**src/rtl/aes_inv_cipher_core_if.sv**
```systemverilog
// Block-transfer bundle for the AES inverse cipher core: request/response,
// round-key lookup and the external combinational InvSubBytes path.
interface aes_inv_cipher_core_if;
  logic         start;
  logic [127:0] din;
  logic [3:0]   key_idx;
  logic [127:0] rkey;
  logic [127:0] sb_in;
  logic [127:0] sb_out;
  logic [127:0] dout;
  logic         busy;
  logic         done;

  // master: the requester that also hosts the key store and the InvSubBytes table
  modport master (
    output start, din, rkey, sb_out,
    input  key_idx, sb_in, dout, busy, done
  );

  modport slave (
    input  start, din, rkey, sb_out,
    output key_idx, sb_in, dout, busy, done
  );
endinterface

```
**src/rtl/aes_inv_cipher_core.sv**
```systemverilog
// Iterative AES inverse cipher: one round per clock, with round keys and
// InvSubBytes supplied combinationally from outside. NR is 10, 12 or 14.
module aes_inv_cipher_core #(
  parameter int NR = 10
) (
  input  logic                  clk,
  input  logic                  reset,
  aes_inv_cipher_core_if.slave  bus
);

  localparam logic [3:0] NR_IDX = 4'(NR);
  localparam logic [3:0] NR_M1  = 4'(NR - 1);

  typedef enum logic [1:0] {IDLE, ROUND, FINAL} fsm_t;

  // Declaration values give the reset-state outputs before the first clock edge
  fsm_t         fsm_reg   = IDLE;
  logic [127:0] state_reg = '0;
  logic [3:0]   round_reg = '0;
  logic [127:0] dout_reg  = '0;
  logic         busy_reg  = 1'b0;
  logic         done_reg  = 1'b0;

  logic [3:0]   key_idx_sel;
  logic [127:0] shifted;
  logic [127:0] mix_in;
  logic [127:0] mixed;

  function automatic logic [7:0] xtime(input logic [7:0] b);
    return {b[6:0], 1'b0} ^ (b[7] ? 8'h1b : 8'h00);
  endfunction

  function automatic logic [31:0] inv_mix_col(input logic [31:0] col);
    logic [7:0] a [4];
    logic [7:0] m9 [4];
    logic [7:0] mb [4];
    logic [7:0] md [4];
    logic [7:0] me [4];
    logic [7:0] x2, x4, x8;
    for (int i = 0; i < 4; i++) begin
      a[i]  = col[31-8*i -: 8];
      x2    = xtime(a[i]);
      x4    = xtime(x2);
      x8    = xtime(x4);
      m9[i] = x8 ^ a[i];
      mb[i] = x8 ^ x2 ^ a[i];
      md[i] = x8 ^ x4 ^ a[i];
      me[i] = x8 ^ x4 ^ x2;
    end
    return {me[0] ^ mb[1] ^ md[2] ^ m9[3],
            m9[0] ^ me[1] ^ mb[2] ^ md[3],
            md[0] ^ m9[1] ^ me[2] ^ mb[3],
            mb[0] ^ md[1] ^ m9[2] ^ me[3]};
  endfunction

  // InvShiftRows: byte (r,c) takes the byte from column (c - r) mod 4 of row r
  for (genvar gi = 0; gi < 16; gi++) begin : g_shift
    localparam int ROW = gi % 4;
    localparam int COL = gi / 4;
    localparam int SRC = 4 * ((COL - ROW + 4) % 4) + ROW;
    assign shifted[127-8*gi -: 8] = state_reg[127-8*SRC -: 8];
  end

  assign mix_in = bus.sb_out ^ bus.rkey;

  for (genvar gi = 0; gi < 4; gi++) begin : g_mix
    assign mixed[127-32*gi -: 32] = inv_mix_col(mix_in[127-32*gi -: 32]);
  end

  always_comb begin
    key_idx_sel = NR_IDX;
    case (fsm_reg)
      ROUND:   key_idx_sel = round_reg;
      FINAL:   key_idx_sel = 4'd0;
      default: key_idx_sel = NR_IDX;
    endcase
  end

  always_ff @(posedge clk) begin
    if (reset) begin
      fsm_reg   <= IDLE;
      state_reg <= '0;
      round_reg <= '0;
      dout_reg  <= '0;
      busy_reg  <= 1'b0;
      done_reg  <= 1'b0;
    end else begin
      done_reg <= 1'b0;
      case (fsm_reg)
        IDLE: begin
          if (bus.start) begin
            state_reg <= bus.din ^ bus.rkey;
            round_reg <= NR_M1;
            busy_reg  <= 1'b1;
            fsm_reg   <= ROUND;
          end
        end
        ROUND: begin
          state_reg <= mixed;
          round_reg <= round_reg - 4'd1;
          if (round_reg == 4'd1) fsm_reg <= FINAL;
        end
        FINAL: begin
          dout_reg <= mix_in;
          done_reg <= 1'b1;
          busy_reg <= 1'b0;
          fsm_reg  <= IDLE;
        end
        default: fsm_reg <= IDLE;
      endcase
    end
  end

  assign bus.key_idx = key_idx_sel;
  assign bus.sb_in   = shifted;
  assign bus.dout    = dout_reg;
  assign bus.busy    = busy_reg;
  assign bus.done    = done_reg;

endmodule

```
**src/flat_wrapper.sv**
```systemverilog
// flat-port wrapper written by rule: the top's interface ports become plain ports
module aes_inv_cipher_core_flat 
#(
  parameter int NR = 10
)
  (clk, reset, bus_start, bus_din, bus_rkey, bus_sb_out, bus_key_idx, bus_sb_in, bus_dout, bus_busy, bus_done);
  aes_inv_cipher_core_if bus_i ();
  input  logic clk;
  input  logic reset;
  input wire logic [$bits(bus_i.start)-1:0] bus_start;
  input wire logic [$bits(bus_i.din)-1:0] bus_din;
  input wire logic [$bits(bus_i.rkey)-1:0] bus_rkey;
  input wire logic [$bits(bus_i.sb_out)-1:0] bus_sb_out;
  output wire logic [$bits(bus_i.key_idx)-1:0] bus_key_idx;
  output wire logic [$bits(bus_i.sb_in)-1:0] bus_sb_in;
  output wire logic [$bits(bus_i.dout)-1:0] bus_dout;
  output wire logic [$bits(bus_i.busy)-1:0] bus_busy;
  output wire logic [$bits(bus_i.done)-1:0] bus_done;
  assign bus_i.start = bus_start;
  assign bus_i.din = bus_din;
  assign bus_i.rkey = bus_rkey;
  assign bus_i.sb_out = bus_sb_out;
  assign bus_key_idx = bus_i.key_idx;
  assign bus_sb_in = bus_i.sb_in;
  assign bus_dout = bus_i.dout;
  assign bus_busy = bus_i.busy;
  assign bus_done = bus_i.done;
  aes_inv_cipher_core #(.NR(NR)) u_core (.clk(clk), .reset(reset), .bus(bus_i));
endmodule
```
**config.mk**
```make
export PLATFORM = sky130hd
export DESIGN_NAME = aes_inv_cipher_core_flat
export DESIGN_NICKNAME = d
export VERILOG_FILES = /design/src/rtl/aes_inv_cipher_core_if.sv /design/src/rtl/aes_inv_cipher_core.sv /design/src/flat_wrapper.sv
export SDC_FILE = /design/constraint.sdc
export NUM_CORES = 1
export LEC_CHECK = 0
export BUFFER_PORTS_ARGS = -buffer_cell sky130_fd_sc_hd__buf_4
export CAP_MARGIN = 10
export CORE_AREA = 4 4 252 254
export DETAILED_ROUTE_END_ITERATION = 12
export DIE_AREA = 0 0 256 258
export GPL_ROUTABILITY_DRIVEN = 0
export PLACE_DENSITY_LB_ADDON = 0.05
export RECOVER_POWER = 25
export SYNTH_ARGS = -nofsm -noshare
export SYNTH_HDL_FRONTEND = slang
export SYNTH_SLANG_ARGS = --single-unit
```
**constraint.sdc**
```tcl
create_clock -name clk -period 2.6 [get_ports clk]
set_input_delay 0.52 -clock clk [delete_from_list [all_inputs] [get_ports clk]]
set_output_delay 0.52 -clock clk [all_outputs]
set_load 0.01 [all_outputs]
```
Word level (Yosys, flattened, before mapping)
Index checks and enable logic that the tools add are counted.
Cells by class
  add/subtract/negate cells: 1
  mux-type cells: 59
  bitwise operators: 194
  eq/ne operators: 5
  reduce and logical (&&, ||, !) cells: 6
Operator list (number)
  bitwise XOR 8 bit: 192
  one-hot mux 128 bit (2 select lines): 1
  bitwise XOR 128 bit: 2
  2-to-1 mux 5 bit: 48
  2-to-1 mux 128 bit: 1
  one-hot mux 4 bit (2 select lines): 2
  AND reduction 2 bit: 3
  == test 4 x 1 -> 1 bit (second input constant): 1
  2-to-1 mux 2 bit: 2
  2-to-1 mux 4 bit: 1
  one-hot mux 2 bit (2 select lines): 1
  nonzero test 2 bit: 2
  subtractor 4 x 1 -> 4 bit (second input constant): 1
  == test 2 x 1 -> 1 bit (second input constant): 1
  == test 2 bit (second input constant): 1
  logical NOT 2 bit: 1
  2-to-1 mux 1 bit: 2
  != test 2 x 1 -> 1 bit (second input constant): 1
  != test 2 bit (second input constant): 1
  one-hot mux 1 bit (2 select lines): 1
Storage, ports and cells
  output and inout bits: 262
  register bits after elaboration: 264

Logic depth before layout (Yosys ltp)
Gate-level depths: netlist of the first run.
  depth after elaboration: 13
  mapped depth: 7
  gate-level depth less buffers: 7

Worst setup path after synthesis of the first run
No wires, ideal clock.
  path kind: input -> register
  start: input port bus_sb_out[126]
  end: register u_core.state_reg[124]
  arrival: 2.668 ns
  setup time: 0.128 ns
  cell stages on the path: 7
  path slack: -0.195 ns
  path buffers: 0
  cell sequence: xnor2_2 xnor3_1 xor2_1 xnor3_2 xnor3_1 a222oi_1 nor2_1
Between the ends
  longest elaborated chain between the ends: 11
RTL lines
  start, declared: line flat_wrapper.sv:13  | input wire logic [$bits(bus_i.sb_out)-1:0] bus_sb_out;
  bitwise XOR 128 bit (*): line aes_inv_cipher_core.sv:64  | assign mix_in = bus.sb_out ^ bus.rkey;
  bitwise XOR 8 bit (*): line aes_inv_cipher_core.sv:30  | return {b[6:0], 1'b0} ^ (b[7] ? 8'h1b : 8'h00);
  2-to-1 mux 5 bit (*): line aes_inv_cipher_core.sv:30
  bitwise XOR 8 bit (*): line aes_inv_cipher_core.sv:30
  bitwise XOR 8 bit: line aes_inv_cipher_core.sv:30
  bitwise XOR 8 bit (*) (2 in a row): line aes_inv_cipher_core.sv:48  | me[i] = x8 ^ x4 ^ x2;
  bitwise XOR 8 bit (*) (3 in a row): line aes_inv_cipher_core.sv:50  | return {me[0] ^ mb[1] ^ md[2] ^ m9[3],
  one-hot mux 128 bit (2 select lines) (*): line aes_inv_cipher_core.sv:89  | case (fsm_reg)
  end signal, assigned: line aes_inv_cipher_core.sv:92  | state_reg <= bus.din ^ bus.rkey;
  end signal, assigned: line aes_inv_cipher_core.sv:99  | state_reg <= mixed;
  end, declared: line aes_inv_cipher_core.sv:18  | logic [127:0] state_reg = '0;
Every way passes the cells marked *; elsewhere a longest branch is shown, timed or not.
A chain may end at the register's enable or synchronous reset.

Worst setup path in the final report of the first run
  start: input port bus_rkey[85]
  end: register u_core.state_reg[77]
Between the ends
  longest elaborated chain between the ends: 6
RTL lines
  start, declared: line flat_wrapper.sv:12  | input wire logic [$bits(bus_i.rkey)-1:0] bus_rkey;
  bitwise XOR 128 bit: line aes_inv_cipher_core.sv:64
  bitwise XOR 8 bit: line aes_inv_cipher_core.sv:45  | m9[i] = x8 ^ a[i];
  bitwise XOR 8 bit (3 in a row): line aes_inv_cipher_core.sv:52  | md[0] ^ m9[1] ^ me[2] ^ mb[3],
  one-hot mux 128 bit (2 select lines): line aes_inv_cipher_core.sv:89
Every way passes these cells.

==> results of run 1 <==
synthesized netlist by cell type:
cell	number	area, sq um
xor2_4	2	55.05
nor4_1	2	12.51
xnor2_2	44	715.7
ha_1	2	25.02
inv_1	13	48.80
o221a_2	4	45.04
nand2_1	25	93.84
clkbuf_1	97	364.1
nand3_1	2	10.01
a21oi_1	58	290.3
mux2i_1	1	10.01
o211ai_1	6	45.04
o21ai_0	23	115.1
a31oi_1	1	6.260
xnor2_4	10	275.3
a211oi_1	186	1396
nor2_1	203	762.0
buf_1	6	22.52
xor2_2	3	48.80
dfxtp_1	264	5285
o22ai_1	60	375.4
a32o_1	1	10.01
xor3_1	9	214.0
o21ai_1	1	5.000
xnor3_2	3	71.32
and2_1	2	12.51
o221a_1	1	11.26
a21o_1	1	7.510
nor2b_1	4	25.02
a211o_1	2	17.52
xnor3_1	63	1419
a222oi_1	31	310.3
nor3_1	11	55.05
xor2_1	207	1813
nand2b_1	4	25.02
xnor2_1	691	6052
or2_2	2	12.51
worst register-to-register path: stages, from the launching register on:
cell and delay [ps]:
dfxtp_1 450, nand2b_2 300, clkbuf_1 760, o21ai_0 400, a21oi_1 200
final cells by class:
| cell class | instances | area (sq um) |
|---|---|---|
| tap | 790 | 988.4 |
| timing repair buffer | 1118 | 8129 |
| fill | 5981 | 31170 |
| multi-input combinational | 1665 | 14440 |
| antenna | 1 | 2.502 |
| clock buffer | 48 | 1026 |
| inverter | 13 | 48.80 |
| sequential | 264 | 5285 |
| clock inverter | 15 | 167.7 |
stage by stage:
step | hold WS [ps] | instance area (sq um) | cells
6_report | 323.8 | 30090 | 3914
5_1_grt | 307.8 | 30090 | 3913
4_1_cts | 285.9 | 30580 | 3913
3_5_place_dp | 443.9 | 29390 | 3850
3_3_place_gp | 440.9 | 29390 | 3850
2_1_floorplan | 462.8 | 20130 | 2045
metal layers:
metal / vias to the layer above / track usage (%)
li1: 9062 / -
met2: 637 / 44.93
met5: - / 0
met3: 131 / 5.845
met1: 8837 / 32.43
met4: 0 / 8.182
cells by family (layout without fill, tap and decap cells):
| logic type | Yosys count | after routing |
|---|---|---|
| muxes | 1 | 1 |
| xor gates and xnor gates | 1032 | 1032 |
| and+or+nand+nor | 255 | 255 |
| AOI/OAI and AO/OA | 375 | 375 |
| other | 0 | 1 |
| adders and majority gates | 2 | 2 |
| buffers and inverters | 116 | 1194 |
| DFF | 264 | 264 |
how the worst max path moves through the flow:
stage                                              endpoint  slack [ps]
after global routing      u_core.state_reg[77]$_SDFFE_PP0P_         170
after CTS                                    bus_key_idx[3]         220
after global placement    u_core.state_reg[77]$_SDFFE_PP0P_        -290
after detailed placement  u_core.state_reg[77]$_SDFFE_PP0P_        -290
final                     u_core.state_reg[77]$_SDFFE_PP0P_         290
after floorplan           u_core.state_reg[60]$_SDFFE_PP0P_          20
power breakdown:
| part | switching (uW) | leakage [uW] | internal [uW] |
|---|---|---|---|
| Combinational | 8670 | 0.00982 | 9540 |
| Sequential | 350 | 0.00216 | 4620 |
| Clock | 2020 | 0.000595 | 3060 |
| Total | 11000 | 0.0126 | 17200 |
==> flow_metrics.env, run 1 <==
export IMPL_run_status="finished, final reports clean"
export IMPL_fp_dieH_um=258
export IMPL_grt_pass1_wl_mm=130.2
export IMPL_ys_ff_latch=264
export IMPL_syn_inst=2045
export IMPL_holdPathStages=2
export IMPL_crit_required_ps=3010
export IMPL_coreArea_sq_mm=0.06126
export IMPL_cts_htree_levels=2
export IMPL_power_density_mw_per_mm2=939.3
export IMPL_reg2reg_setup_slack_ps=410
export IMPL_cts_hold_buffers_added=0
export IMPL_worstSetupStartpoint="bus_rkey[85]"
export IMPL_period_needed_ps=2311
export IMPL_initial_core_util_pct=32.75
export IMPL_rsz0062_at_grt="no"
export IMPL_endpoint_kind="register"
export IMPL_synth_mux_area_fraction_pct=0.04989
export IMPL_wl_met3_mm=5.878
export IMPL_tightest_slew_ps=980.9
export IMPL_drt_wl_total_mm=89.62
export IMPL_cp_start_kind="input port"
export IMPL_synth_sequential_area_ratio_pct=26.34
export IMPL_m1WireLength_mm=37.21
export IMPL_grt_pass1_vias=19724
export IMPL_route_met2_wl_mm=43.48
export IMPL_synth_fp_nets=2434
export IMPL_cts_resized=0
export IMPL_final_max_slew_viol_count=0
export IMPL_finalCritPeriodShare_pct=88.89
export IMPL_max_freq_mhz=432.7
export IMPL_ys_warn_count=0
export IMPL_r2r_end="u_core.state_reg[82]$_SDFFE_PP0P_"
export IMPL_slew_headroom_pct=34.60
export IMPL_antenna_found_initial=0
export IMPL_cts_buffer_depth=3
export IMPL_via_per_inst=4.769
export IMPL_io_pins=649
export IMPL_area_growth_pct=49.98
export IMPL_final_cell_mix="971 x buf_4, 690 x xnor2_1, 264 x dfxtp_1"
export IMPL_crit_fanout=3
export IMPL_synth_xor_area_share_pct=53.15
export IMPL_r2r_worst_path_cells=4
export IMPL_grt_total_usage_pct=26.03
export IMPL_crit_arrival_ps=2720
export IMPL_grt_max_degree=121
export IMPL_first_iter_violations=956
export IMPL_remaining_drc_errors=0
export IMPL_min_to="u_core.state_reg[29]$_SDFFE_PP0P_"
export IMPL_slowest_stage="xnor3_1"
export IMPL_worst_path_buf_inv=3
export IMPL_synth_top_family_by_area="XOR/XNOR gates"
export IMPL_fin_setup_tns_ps=0
export IMPL_synthDistinctLibCells=37
export IMPL_critical_path_class="in2reg"
export IMPL_fin_util_pct=49.12
export IMPL_vdd_drop_max_mv=0.4687
export IMPL_setup_viol=0
export IMPL_die_w_um=256
export IMPL_final_common_cell="buf_4"
export IMPL_detail_route_wl_per_cell_um=22.90
export IMPL_synth_compound_area_share_pct=13.13
export IMPL_drt_pass1_iter_count=5
export IMPL_top_layer="met4"
export IMPL_clock_latency_ps=560
export IMPL_numCtsBuffers=35
export IMPL_antenna_left=0
export IMPL_hp_start="reset"
export IMPL_crit_family="XOR/XNOR gates"
export IMPL_cts_setup_buffers=0
export IMPL_gr_total_overflow=0
export IMPL_synth_fa_ha_area_share_pct=0.1247
export IMPL_r2r_start="u_core.fsm_reg[1]$_SDFFE_PP0P_"
export IMPL_place_ws_ps=-290.2
export IMPL_drv_cap=0
export IMPL_dp_hpwl_mm=72.84
export IMPL_syn_area_per_cell_sq_um=9.811
export IMPL_path_clk_slew_ps=60
export IMPL_max_stage_delay_ps=490
export IMPL_synth_simple_gate_area_share_pct=5.027
export IMPL_skew_ps=24.76
export IMPL_floorplan_rows=91
export IMPL_cts_tree="built"
export IMPL_hold_violations=0
export IMPL_dieArea_sq_mm=0.06605
export IMPL_crit_chain="buf_4, xnor2_2, buf_4, xnor2_1, xnor3_1, xor2_1, buf_4, xnor2_1, nor2_1, nor3_1"
export IMPL_port_buffers=648
export IMPL_via_count=18667
export IMPL_drive_gt1_share_pct=36.09
export IMPL_p_leak_uw=0.01258
export IMPL_power_total_uw=28260
export IMPL_cts_sinks=264
export IMPL_fin_nets=3486
export IMPL_syn_cell_area_sq_mm=0.02006
export IMPL_critical_path_most_common_cell="buf_4"
export IMPL_path_depth=10
export IMPL_cts_root_buf="clkbuf_16"
export IMPL_fin_ws_ps=288.8
export IMPL_holdCritPathClass="in2reg"
No activity file was read; power rests on OpenSTA's default activity.
==> run 2, diff against run 1 <==
--- a/config.mk
+++ b/config.mk
@@ -5,11 +5,12 @@
 export SDC_FILE = /design/constraint.sdc
 export NUM_CORES = 1
 export LEC_CHECK = 0
+export ABC_AREA = 1
 export BUFFER_PORTS_ARGS = -buffer_cell sky130_fd_sc_hd__buf_4
 export CAP_MARGIN = 10
-export CORE_AREA = 4 4 252 254
+export CORE_AREA = 4 4 282 284
 export DETAILED_ROUTE_END_ITERATION = 12
-export DIE_AREA = 0 0 256 258
+export DIE_AREA = 0 0 286 288
 export GPL_ROUTABILITY_DRIVEN = 0
 export PLACE_DENSITY_LB_ADDON = 0.05
 export RECOVER_POWER = 25
==> flow_metrics.env, run 2 <==
export IMPL_holdCritPathClass="in2reg"
export IMPL_power_density_mw_per_mm2=669.6
export IMPL_run_status="finished, final reports clean"
export IMPL_syn_cell_area_sq_mm=0.02681
export IMPL_fin_setup_tns_ps=0
export IMPL_min_to="u_core.state_reg[27]$_SDFFE_PP0P_"
export IMPL_via_per_inst=4.827
export IMPL_cts_sinks=264
export IMPL_tightest_slew_ps=964.2
export IMPL_ys_warn_count=0
export IMPL_endpoint_kind="output pin"
export IMPL_grt_pass1_vias=28586
export IMPL_r2r_start="u_core.fsm_reg[1]$_SDFFE_PP0P_"
export IMPL_syn_inst=4250
export IMPL_die_w_um=286
export IMPL_cts_setup_buffers=0
export IMPL_final_max_slew_viol_count=0
export IMPL_power_total_uw=24350
export IMPL_slew_headroom_pct=35.72
export IMPL_vdd_drop_max_mv=0.5534
export IMPL_drv_cap=0
export IMPL_cts_resized=0
export IMPL_cts_tree="built"
export IMPL_max_freq_mhz=430.6
export IMPL_reg2reg_setup_slack_ps=430
export IMPL_grt_max_degree=188
export IMPL_slowest_stage="dfxtp_1"
export IMPL_area_growth_pct=35.62
export IMPL_floorplan_rows=102
export IMPL_synth_sequential_area_ratio_pct=19.71
export IMPL_drt_pass1_iter_count=5
export IMPL_antenna_left=0
export IMPL_ys_ff_latch=264
export IMPL_syn_area_per_cell_sq_um=6.309
export IMPL_gr_total_overflow=0
export IMPL_regArea_sq_mm=0.005285
export IMPL_port_buffers=648
export IMPL_cp_start_kind="register"
export IMPL_crit_chain="inv_1, nand2_4, inv_6, nand2_1, o21ai_0, buf_4, buf_4"
export IMPL_clock_latency_ps=560
export IMPL_rsz0062_at_grt="no"
export IMPL_period_needed_ps=2322
export IMPL_max_stage_delay_ps=290
export IMPL_hp_start="bus_din[27]"
export IMPL_synth_edff_count=0
export IMPL_cts_buffer_depth=3
export IMPL_grt_pass1_wl_mm=183.6
export IMPL_drt_wl_total_mm=125.9
export IMPL_critical_path_class="reg2out"
export IMPL_via_count=30267
export IMPL_setup_viol=0
export IMPL_synth_top_cells_by_count="1,598 x nand2_1, 522 x xor2_1, 330 x nand3_1, 307 x xnor2_1, 299 x o21ai_0"
export IMPL_first_iter_violations=1999
export IMPL_io_pins=649
export IMPL_fin_ws_ps=277.7
export IMPL_dieArea_sq_mm=0.08237
export IMPL_r2r_end="u_core.state_reg[111]$_SDFFE_PP0P_"
export IMPL_final_common_cell="nand2_1"
export IMPL_finalCritPeriodShare_pct=89.32
export IMPL_crit_fanout=20
export IMPL_dp_hpwl_mm=101.7
export IMPL_drive_gt1_share_pct=20.85
export IMPL_skew_ps=16.40
export IMPL_holdPathStages=4
export IMPL_place_ws_ps=-1.962
export IMPL_hold_violations=0
export IMPL_async_flop_share_pct=0
export IMPL_yosysTopAreaCell="nand2_1"
export IMPL_crit_arrival_ps=1800
export IMPL_synth_flop_cell="dfxtp_1"
export IMPL_detail_route_wl_per_cell_um=20.08
export IMPL_yosysMostFrequentCell="nand2_1"
export IMPL_multi_input_area_sq_mm=0.02013
export IMPL_antenna_found_initial=3
export IMPL_yosysTopAreaCellShare_pct=22.37
export IMPL_synthDistinctLibCells=37
export IMPL_initial_core_util_pct=34.79
export IMPL_remaining_drc_errors=0
export IMPL_p_leak_uw=0.01862
export IMPL_fin_util_pct=47.18
export IMPL_fp_dieH_um=288
export IMPL_coreArea_sq_mm=0.07708
export IMPL_fin_nets=5593
export IMPL_cts_root_buf="clkbuf_16"
export IMPL_crit_required_ps=2080
export IMPL_cts_hold_buffers_added=0
export IMPL_final_cell_mix="1,596 x nand2_1, 881 x buf_4, 522 x xor2_1"
export IMPL_synth_area_leaders="nand2_1 22%, dfxtp_1 20%, xor2_1 17%, xnor2_1 10%, nand3_1 6.2%"
export IMPL_grt_total_usage_pct=29.21
export IMPL_path_clk_slew_ps=60
export IMPL_synth_fp_nets=4639
export IMPL_critical_path_most_common_cell="buf_4"
export IMPL_numCtsBuffers=36
export IMPL_cts_htree_levels=2
export IMPL_r2r_worst_path_cells=9
export IMPL_nFillCells=8293
run 2: cell types whose count changed in the layout (fill, tap and decap cells not counted), sizes merged, moves of 31 or more:
| cell | change |
|---|---|
| a211oi | -184 |
| a222oi | -31 |
| xnor2 | -408 |
| xor2 | +344 |
| nand3 | +328 |
| nand2 | +1629 |
| nand3b | +35 |
| nor2 | -119 |
| a21oi | +188 |
| o22ai | -60 |
| inv | +256 |
| xnor3 | -66 |
| buf | -92 |
| o21ai | +277 |
run 2: report_power, final:
part	switching [uW]	leakage, uW	total, uW	internal (uW)
registers	227	0.00216	4660	4430
clock network	2100	0.000583	5280	3180
logic	8810	0.0159	14400	5600
run 2: layout make-up:
type | count | area share [%]
well taps | 1040 | 3.578
clock inverters | 13 | 0.5367
clock buffers | 49 | 2.753
multi-input cells | 3604 | 55.34
diodes | 2 | 0.01376
repair buffers | 1028 | 20.42
inverters | 270 | 2.821
flip-flops and latches | 264 | 14.53
run 2: metrics by stage:
step	hold slack (ps)	cell area, sq um	instances
2_1_floorplan	466.5	26810	4250
3_3_place_gp	453.3	35660	6206
3_5_place_dp	456.9	35660	6206
4_1_cts	260.6	36850	6268
5_1_grt	315.3	36360	6269
6_report	307.2	36360	6270
run 2: worst max-delay path by stage:
| stage | startpoint | endpoint | slack [ps] | cells past startpoint |
|---|---|---|---|---|
| after floorplan | bus_rkey[79] | u_core.state_reg[85]$_SDFFE_PP0P_ | 430 | 12 |
| after global placement | bus_sb_out[29] | u_core.state_reg[4]$_SDFFE_PP0P_ | -20 | 17 |
| after detailed placement | bus_sb_out[29] | u_core.state_reg[4]$_SDFFE_PP0P_ | -2 | 17 |
| after CTS | u_core.fsm_reg[1]$_SDFFE_PP0P_ | bus_key_idx[2] | 210 | 5 |
| after global routing | u_core.fsm_reg[1]$_SDFFE_PP0P_ | bus_key_idx[3] | 130 | 7 |
| final | u_core.fsm_reg[1]$_SDFFE_PP0P_ | bus_key_idx[3] | 280 | 7 |
run 2: worst max-delay path, delay by kind of cell, from the launching register on:
kind                   cells  cell delay [ps]
AND/OR/NAND/NOR            2              190
flip-flops                 1              290
AO/OA/AOI/OAI              1               80
buffers and inverters      4              680
run 2: kinds of logic after synthesis:
logic type,synth area share (%)
xor gates and xnor gates,31.04
and+or+nand+nor,33.07
DFF,19.71
buffers and inverters,5.347
adders and majority gates,0.09331
AOI/OAI and AO/OA,10.74
run 2: per-layer routing:
metal,vias up,GRT usage [%],wire length (um)
li1,15352,-,-
met1,13782,38.44,55700
met2,951,48.07,57520
met3,180,5.566,8225
met4,2,9.810,4461
met5,-,0,13
==> run 3, diff against run 2 <==
--- a/config.mk
+++ b/config.mk
@@ -8,11 +8,10 @@
 export ABC_AREA = 1
 export BUFFER_PORTS_ARGS = -buffer_cell sky130_fd_sc_hd__buf_4
 export CAP_MARGIN = 10
-export CORE_AREA = 4 4 282 284
+export CORE_AREA = 4 4 268 270
 export DETAILED_ROUTE_END_ITERATION = 12
-export DIE_AREA = 0 0 286 288
+export DIE_AREA = 0 0 272 274
 export GPL_ROUTABILITY_DRIVEN = 0
-export PLACE_DENSITY_LB_ADDON = 0.05
 export RECOVER_POWER = 25
 export SYNTH_ARGS = -nofsm -noshare
 export SYNTH_HDL_FRONTEND = slang
==> flow_metrics.env, run 3 (synthesis results as in run 2) <==
export IMPL_reg2reg_setup_slack_ps=570
export IMPL_cts_hold_buffers_added=0
export IMPL_cts_root_buf="clkbuf_16"
export IMPL_nFillCells=7230
export IMPL_gr_total_overflow=0
export IMPL_die_w_um=272
export IMPL_r2r_worst_path_cells=6
export IMPL_cts_resized=0
export IMPL_port_buffers=648
export IMPL_initial_core_util_pct=38.56
export IMPL_remaining_drc_errors=0
export IMPL_period_needed_ps=2420
export IMPL_power_density_mw_per_mm2=679.9
export IMPL_numCtsBuffers=35
export IMPL_area_growth_pct=33.80
export IMPL_clock_latency_ps=570
export IMPL_path_clk_slew_ps=60
export IMPL_setup_viol=0
export IMPL_rsz0062_at_grt="no"
export IMPL_dieArea_sq_mm=0.07453
export IMPL_endpoint_kind="output pin"
export IMPL_crit_fanout=25
export IMPL_tightest_slew_ps=1071
export IMPL_dp_hpwl_mm=92.68
export IMPL_fp_dieH_um=274
export IMPL_holdPathStages=3
export IMPL_vdd_drop_max_mv=0.4416
export IMPL_final_max_slew_viol_count=0
export IMPL_regArea_sq_mm=0.005285
export IMPL_cts_htree_levels=2
export IMPL_r2r_end="u_core.state_reg[52]$_SDFFE_PP0P_"
export IMPL_antenna_left=0
export IMPL_cts_sinks=264
export IMPL_grt_pass1_wl_mm=170.8
export IMPL_p_leak_uw=0.01840
export IMPL_first_iter_violations=2366
export IMPL_cts_tree="built"
export IMPL_grt_max_degree=170
export IMPL_max_freq_mhz=413.2
export IMPL_drt_wl_total_mm=116.2
export IMPL_post_dp_cell_area_sq_mm=0.03503
export IMPL_fin_setup_tns_ps=0
export IMPL_slew_headroom_pct=28.58
export IMPL_hp_start="bus_sb_out[2]"
export IMPL_finalCritPeriodShare_pct=93.08
export IMPL_hold_violations=0
export IMPL_skew_ps=23.29
export IMPL_cts_buffer_depth=3
export IMPL_coreArea_sq_mm=0.06954
export IMPL_io_pins=649
export IMPL_r2r_start="u_core.fsm_reg[1]$_SDFFE_PP0P_"
export IMPL_drv_cap=0
export IMPL_critical_path_class="reg2out"
export IMPL_antenna_found_initial=5
export IMPL_via_count=30549
export IMPL_holdCritPathClass="in2reg"
export IMPL_cp_start_kind="register"
export IMPL_drive_gt1_share_pct=20.18
export IMPL_crit_required_ps=2080
export IMPL_drt_pass1_iter_count=8
export IMPL_grt_pass1_vias=28041
export IMPL_grt_total_usage_pct=29.37
export IMPL_final_cell_mix="1,597 x nand2_1, 836 x buf_4, 522 x xor2_1"
export IMPL_detail_route_wl_per_cell_um=19.01
export IMPL_via_per_inst=4.997
export IMPL_multi_input_area_sq_mm=0.02011
export IMPL_fin_nets=5534
export IMPL_crit_arrival_ps=1900
export IMPL_run_status="finished, final reports clean"
export IMPL_min_to="u_core.bus.dout[2]$_SDFFE_PP0P_"
export IMPL_final_common_cell="nand2_1"
export IMPL_cts_setup_buffers=0
export IMPL_floorplan_rows=97
export IMPL_final_area_sq_mm=0.03588
run 3: changes by cell type in the layout (fill, tap and decap cells not counted), sizes merged:
cell	previous run	this run
inv	270	271
clkbuf	180	167
buf	897	847
diode	2	4
clkinv	6	5
bufinv	5	9
run 3: area by class of cell:
class | instances | share of cell area (%)
Sequential cell | 264 | 14.73
Clock buffer | 44 | 2.734
Tap cell | 940 | 3.278
Multi-Input combinational cell | 3604 | 56.05
Antenna cell | 4 | 0.02790
Timing Repair Buffer | 970 | 19.39
Inverter | 270 | 2.853
Clock inverter | 17 | 0.9311
run 3: metal layers:
layer	part of all wire (%)	track usage (%)
met2	47	50.04
met3	7.4	4.848
met1	43	38.46
met4	3.1	8.074
met5	0	0
run 3: worst max-delay path by stage:
stage	to	slack, ps	start
4_1_cts	bus_key_idx[1]	60	u_core.fsm_reg[1]$_SDFFE_PP0P_
5_1_grt	bus_key_idx[1]	70	u_core.fsm_reg[1]$_SDFFE_PP0P_
2_1_floorplan	u_core.state_reg[85]$_SDFFE_PP0P_	430	bus_rkey[79]
3_5_place_dp	u_core.state_reg[28]$_SDFFE_PP0P_	60	bus_rkey[22]
3_3_place_gp	u_core.state_reg[29]$_SDFFE_PP0P_	70	bus_rkey[23]
6_report	bus_key_idx[1]	180	u_core.fsm_reg[1]$_SDFFE_PP0P_
run 3: power breakdown:
group	switching [uW]	leakage, uW	total (uW)	internal [uW]
logic	8610	0.0156	14000	5440
registers	228	0.00216	4660	4430
clock network	2120	0.000638	5690	3570
total	11000	0.0184	24400	13400
run 3: stage by stage:
step                worst slack (ps)  power, uW  util, %  std cells  hold slack (ps)
floorplan                      430.7      13440        -       4250            466.5
global placement               69.47      18580    50.37       6048            453.1
detailed placement             58.09      18680    50.37       6048            455.9
CTS                            57.72      24490    52.26       6109            266.3
global route                   73.51      26030    51.59       6113            290.2
finish                         179.9      24390    51.59       6113            308.8
run 3: critical path, stage by stage (launching register included):
cell     delay [ps]
dfxtp_1         300
inv_1            80
nand2_4         100
inv_4           130
a21oi_1         460
buf_4           240
